<file path="src/rtl/switch_debounce3.sv">
// switch_debounce3
// Three-channel switch conditioner for the a/b/c inputs of the NAND gate stage.
// Each channel has a two-flop synchronizer and a stability counter, so a new
// level is accepted only after it has been seen for STABLE_CYCLES consecutive
// synchronized samples. Registered rise/fall strobes mark each accepted change,
// and a settled flag reports when no channel has a change still qualifying.
// Channels share no state.

module switch_debounce3 #(
    parameter int STABLE_CYCLES = 16,  // legal range 1 .. 2**CNT_W
    parameter int CNT_W         = 5
) (
    input  logic       clk,
    input  logic       rst_n,
    input  logic [2:0] sw_in,
    output logic       a,
    output logic       b,
    output logic       c,
    output logic [2:0] rise,
    output logic [2:0] fall,
    output logic       stable
);

    localparam int NCH = 3;

    // Terminal count: once a channel has disagreed for this many previous
    // samples, the current disagreeing sample completes the qualification.
    localparam logic [CNT_W-1:0] CNT_MAX = CNT_W'(STABLE_CYCLES - 1);

    logic [NCH-1:0]            sync0_q;
    logic [NCH-1:0]            sync1_q;
    logic [NCH-1:0]            level_q;
    logic [NCH-1:0]            level_d;
    logic [NCH-1:0][CNT_W-1:0] cnt_q;
    logic [NCH-1:0][CNT_W-1:0] cnt_d;
    logic [NCH-1:0]            rise_q;
    logic [NCH-1:0]            rise_d;
    logic [NCH-1:0]            fall_q;
    logic [NCH-1:0]            fall_d;

    // Two-flop synchronizer that brings the raw switch levels into the clk domain.
    always_ff @(posedge clk or negedge rst_n) begin
        if (!rst_n) begin
            sync0_q <= '0;
            sync1_q <= '0;
        end else begin
            // NOTE: non-blocking assignments let sync1_q take the old sync0_q,
            // which is what makes this a two-stage pipeline.
            sync0_q <= sw_in;
            sync1_q <= sync0_q;
        end
    end

    // Per-channel qualification. Any agreement with the current level restarts the count.
    always_comb begin
        // NOTE: each output gets a default before the loop. Without these
        // defaults, a path that does not assign a value would infer a latch.
        level_d = level_q;
        cnt_d   = cnt_q;
        rise_d  = '0;
        fall_d  = '0;
        for (int i = 0; i < NCH; i++) begin
            if (sync1_q[i] == level_q[i]) begin
                cnt_d[i] = '0;
            end else if (cnt_q[i] == CNT_MAX) begin
                level_d[i] = sync1_q[i];
                cnt_d[i]   = '0;
                rise_d[i]  = sync1_q[i];
                fall_d[i]  = ~sync1_q[i];
            end else begin
                cnt_d[i] = cnt_q[i] + CNT_W'(1);
            end
        end
    end

    // Debounced levels, counters and strobes. The strobes share the edge where the level changes.
    always_ff @(posedge clk or negedge rst_n) begin
        if (!rst_n) begin
            level_q <= '0;
            cnt_q   <= '0;
            rise_q  <= '0;
            fall_q  <= '0;
        end else begin
            level_q <= level_d;
            cnt_q   <= cnt_d;
            rise_q  <= rise_d;
            fall_q  <= fall_d;
        end
    end

    assign a    = level_q[0];
    assign b    = level_q[1];
    assign c    = level_q[2];
    assign rise = rise_q;
    assign fall = fall_q;

    // Settled only when every counter is idle and every synchronized input
    // matches its level. This is decoded from registers, so there is no path from sw_in.
    assign stable = (cnt_q == '0) && (sync1_q == level_q);

endmodule

</file>
<file path="config.mk">
export PLATFORM = sky130hd
export DESIGN_NAME = switch_debounce3
export DESIGN_NICKNAME = d
export VERILOG_FILES = /design/src/rtl/switch_debounce3.sv
export SDC_FILE = /design/constraint.sdc
export NUM_CORES = 1
export LEC_CHECK = 0
export ABC_AREA = 0
export CAP_MARGIN = 20
export CORE_ASPECT_RATIO = 1.5
export CORE_MARGIN = 2
export CORE_UTILIZATION = 57
export DETAILED_ROUTE_END_ITERATION = 7
export HOLD_SLACK_MARGIN = 0.05
export PLACE_DENSITY_LB_ADDON = 0.08
export REMOVE_ABC_BUFFERS = 1
export SLEW_MARGIN = 20
export SYNTH_ARGS = -nofsm -noshare
export SYNTH_HDL_FRONTEND = slang
export SYNTH_SLANG_ARGS = --single-unit
</file>
<file path="constraint.sdc">
create_clock -name clk -period 1.7 [get_ports clk]
set_input_delay 0.255 -clock clk [delete_from_list [all_inputs] [get_ports clk]]
set_output_delay 0.255 -clock clk [all_outputs]
set_load 0.1 [all_outputs]
</file>
==> impl_metrics.csv <==
group,metric,value,unit
final_layout,nets,133,
timing,finalSetupViolCount,1,
routing,drt_wl_total,2200,µm
logic_synthesis,ys_top_cells_by_area,"sky130_fd_sc_hd__dfrtp_1, sky130_fd_sc_hd__ha_1, sky130_fd_sc_hd__nor3b_1",
worst_setup_path,slowest_stage,"sky130_fd_sc_hd__dfrtp_1",
floorplanning,die-width,42.1,µm
min_path,worstHoldPathType,"input port to asynchronous set/reset pin",
timing,period_needed,1.96,ns
logic_synthesis,yosys.area_share.xor_xnor,0.0816,
routing,detail-route-antenna-nets,0,
placed_design,count_of_input_and_output_buffers,14,
floorplanning,row_count,20,
pwr,total_power,1290,µW
logic_synthesis,synth_adder_area_share,0.0504,
global_routing,grt_use_total,0.216,
timing,worst_slew_pin_slew,0.383,ns
clocking,cts.path.max_buffers,2,
timing,rsz0062_at_grt,"true",
clocking,h-tree-depth,2,
logic_synthesis,synth_compound_area_frac,0.0151,
routing,route.detailed.vias_per_inst,5.47,
global_routing,grt_first_pass_wirelength,4010,µm
clocking,worst_path_clk_slew,0.08,ns
clocking,clk-insertion-delay-late,0.32,ns
worst_setup_path,critical_path_required,1.44,ns
final_layout,layout-area-overhead-vs-synth,35.2,%
global_routing,grt_start_max_net_pins,31,
routing,detail_route.iter0.violations,22,
clocking,tritoncts,"yes",
logic_synthesis,synth.area.mux_share,0.0363,
routing,drt-pass1-iter-count,3,
floorplanning,core-area,2050,µm²
timing,max_freq,511,MHz
placed_design,gp_congestion,0.773,
flow_run,maxCapViolCount,0,
run_status,outcome,"finished with violations",
final_layout,layout-drive-gt1-share,0.344,
worst_setup_path,cell_by_cell_trace_of_the_critical_path,"inv_1 > ha_1 > nor4b_4 > nand4_1 > nor4_4 > buf_12",
placed_design,placed_cell_area,1560,µm²
pwr,vdd_drop_max,750,µV
worst_setup_path,regToRegStartpoint,"cnt_q[10]",
logic_synthesis,distinct_cell_type_count_of_the_synthesized_netlist,19,
global_routing,antenna_found_initial,0,
clocking,ctsRootBufferMaster,"sky130_fd_sc_hd__clkbuf_4",
logic_synthesis,part_of_the_yosys_area_used_for_sequential_elements,0.604,
run_status,violations_in_the_final_reports,"setup timing",
floorplanning,fp.dieArea,2580,µm²
logic_synthesis,leading_area_contributor_after_synthesis,"sky130_fd_sc_hd__dfrtp_1",
global_routing,first_global_vias,915,
timing,final_min_period_over_clock_period,1.15,
logic_synthesis,synth_seq_cells,30,
routing,wl_per_cell,15.2,µm
placed_design,place.detailed.instances,133,
placed_design,detailed_place_hpwl,1540,µm
pwr,p_leak,0.000897,µW
timing,skew,0.00525,ns
floorplanning,boundaryPins,15,
worst_setup_path,criticalPathCategory,"flip-flop to output port",
clocking,clock_sink_count,30,
worst_setup_path,crit_path_max_fanout,2,
logic_synthesis,post_synth_instance_area,1240,µm²
logic_synthesis,synthSimpleGateAreaFrac,0.200,
pwr,power.density,767,nW/µm²
timing,max_slew_margin,0.745,
logic_synthesis,synth_warnings,0,
floorplanning,initial_core_util,0.605,
logic_synthesis,postSynthAreaPerCell,13.8,µm²
worst_setup_path,crit_path_end_kind,"output port",
worst_setup_path,timing.critical_path.arrival,1.70,ns
worst_setup_path,worst_setup_path_start_kind,"flip-flop",
timing,fin_ws,-0.255,ns
clocking,cts_buffers,5,
worst_setup_path,crit_start,"cnt_q[10]",
final_layout,post-route-cell-area,1680,µm²
global_routing,globalRouteOverflowTotal,0,
final_layout,layout.cells.most_common,"sky130_fd_sc_hd__dfrtp_1",
final_layout,filler_cell_count,119,
timing,timing.final.max_slew_violations,0,
timing,final-hold-violation-count,0,
worst_setup_path,critical-path-max-stage-delay,0.39,ns
logic_synthesis,yosysTopAreaCellShare,0.604,
final_layout,most-common-layout-cells,"sky130_fd_sc_hd__dfrtp_1, sky130_fd_sc_hd__buf_4, sky130_fd_sc_hd__buf_12, sky130_fd_sc_hd__nor2_1",
logic_synthesis,largest_family_of_logic_cells_by_synthesized_area,"simple AND/OR/NAND/NOR gates",
logic_synthesis,synthesis.instances,90,
final_layout,finalNonFillerCells,144,
floorplanning,die_y_extent,61.2,µm
final_layout,num_antenna_cells,0,
routing,route.detailed.drc,0,
routing,vias,787,
metrics by stage:
stage / TNS (ns) / hold slack, ns / worst slack, ns / util
floorplan: -1.55 / -0.0406 / -1.55 / -
global placement: 0 / 0.334 / 0.0646 / 0.762
detailed placement: 0 / 0.340 / 0.0135 / 0.762
CTS: -0.312 / 0.322 / -0.312 / 0.811
global route: -0.410 / 0.350 / -0.410 / 0.819
finish: -0.255 / 0.323 / -0.255 / 0.819
logic make-up after synthesis:
family,count (synthesis)
buffers and inverters,4
flip-flops,30
adder cells (fa/ha/maj),5
multiplexers,3
XOR/XNOR,9
AO/OA/AOI/OAI,3
AND/OR/NAND/NOR,36
worst max-delay path: cells and delay by family, from the launching register on:
family / cells / cell delay (ns)
adder cells (fa/ha/maj): 1 / 0.15
buffers and inverters: 2 / 0.28
flip-flops: 1 / 0.39
AND/OR/NAND/NOR: 3 / 0.55
cell type report:
| class | count | area (µm²) | area share |
|---|---|---|---|
| multi-input cells | 56 | 505 | 0.301 |
| flip-flops and latches | 30 | 751 | 0.447 |
| well taps | 22 | 27.5 | 0.0164 |
| inverters | 4 | 15.0 | 0.00894 |
| clock buffers | 6 | 51.3 | 0.0305 |
| repair buffers | 26 | 330 | 0.197 |
final timing paths:
path                         endpoint  slack, ns  cells past startpoint
setup / recovery               stable      -0.26                      6
hold reg to reg            sync1_q[2]       0.36                      0
setup reg to reg           level_q[2]       0.11                      6
min in group clk           sync1_q[2]       0.36                      0
hold / removal               cnt_q[1]       0.32                      2
max in group asynchronous  sync0_q[1]       1.09                      2
layer usage:
| metal | track usage | wire length (µm) | share of wire |
|---|---|---|---|
| met3 | 0.0733 | 86 | 0.039 |
| met4 | 0.103 | 38 | 0.017 |
| met1 | 0.232 | 885 | 0.40 |
| met5 | 0 | 0 | 0 |
| met2 | 0.388 | 1180 | 0.54 |
flip-flops by register name, indices dropped and copies added, names as in the netlist:
name / flops
level_q: 3
rise: 3
fall: 3
sync0_q: 3
sync1_q: 3
cnt_q: 15
what timing repair did:
action                                  in CTS  in global routing
gates resized for setup                      3                  1
hold buffers                                 0                  0
endpoints found under the setup margin       1                  1
setup buffers                                4                  1
pin swaps                                    2                  2
hold endpoints to repair                     0                  0
synthesized netlist by cell type:
cell	n
sky130_fd_sc_hd__nand4b_2	2
sky130_fd_sc_hd__xor2_1	6
sky130_fd_sc_hd__nand4b_4	1
sky130_fd_sc_hd__inv_1	4
sky130_fd_sc_hd__nor3b_1	7
sky130_fd_sc_hd__dfrtp_1	30
sky130_fd_sc_hd__nand2_1	6
sky130_fd_sc_hd__xor2_2	3
sky130_fd_sc_hd__nor4_2	2
sky130_fd_sc_hd__ha_1	5
sky130_fd_sc_hd__nor4b_1	1
sky130_fd_sc_hd__and2_1	3
sky130_fd_sc_hd__a31oi_1	3
sky130_fd_sc_hd__and3_1	2
sky130_fd_sc_hd__nand3_1	3
sky130_fd_sc_hd__nor2_1	7
sky130_fd_sc_hd__mux2_4	3
sky130_fd_sc_hd__and3_2	1
sky130_fd_sc_hd__nand4_1	1
power breakdown:
part / switching (µW) / internal (µW)
sequential: 22.5 / 737
combinational: 63.6 / 66.2
clock: 214 / 186
total: 300 / 989
(Power assumes the default switching activity.)
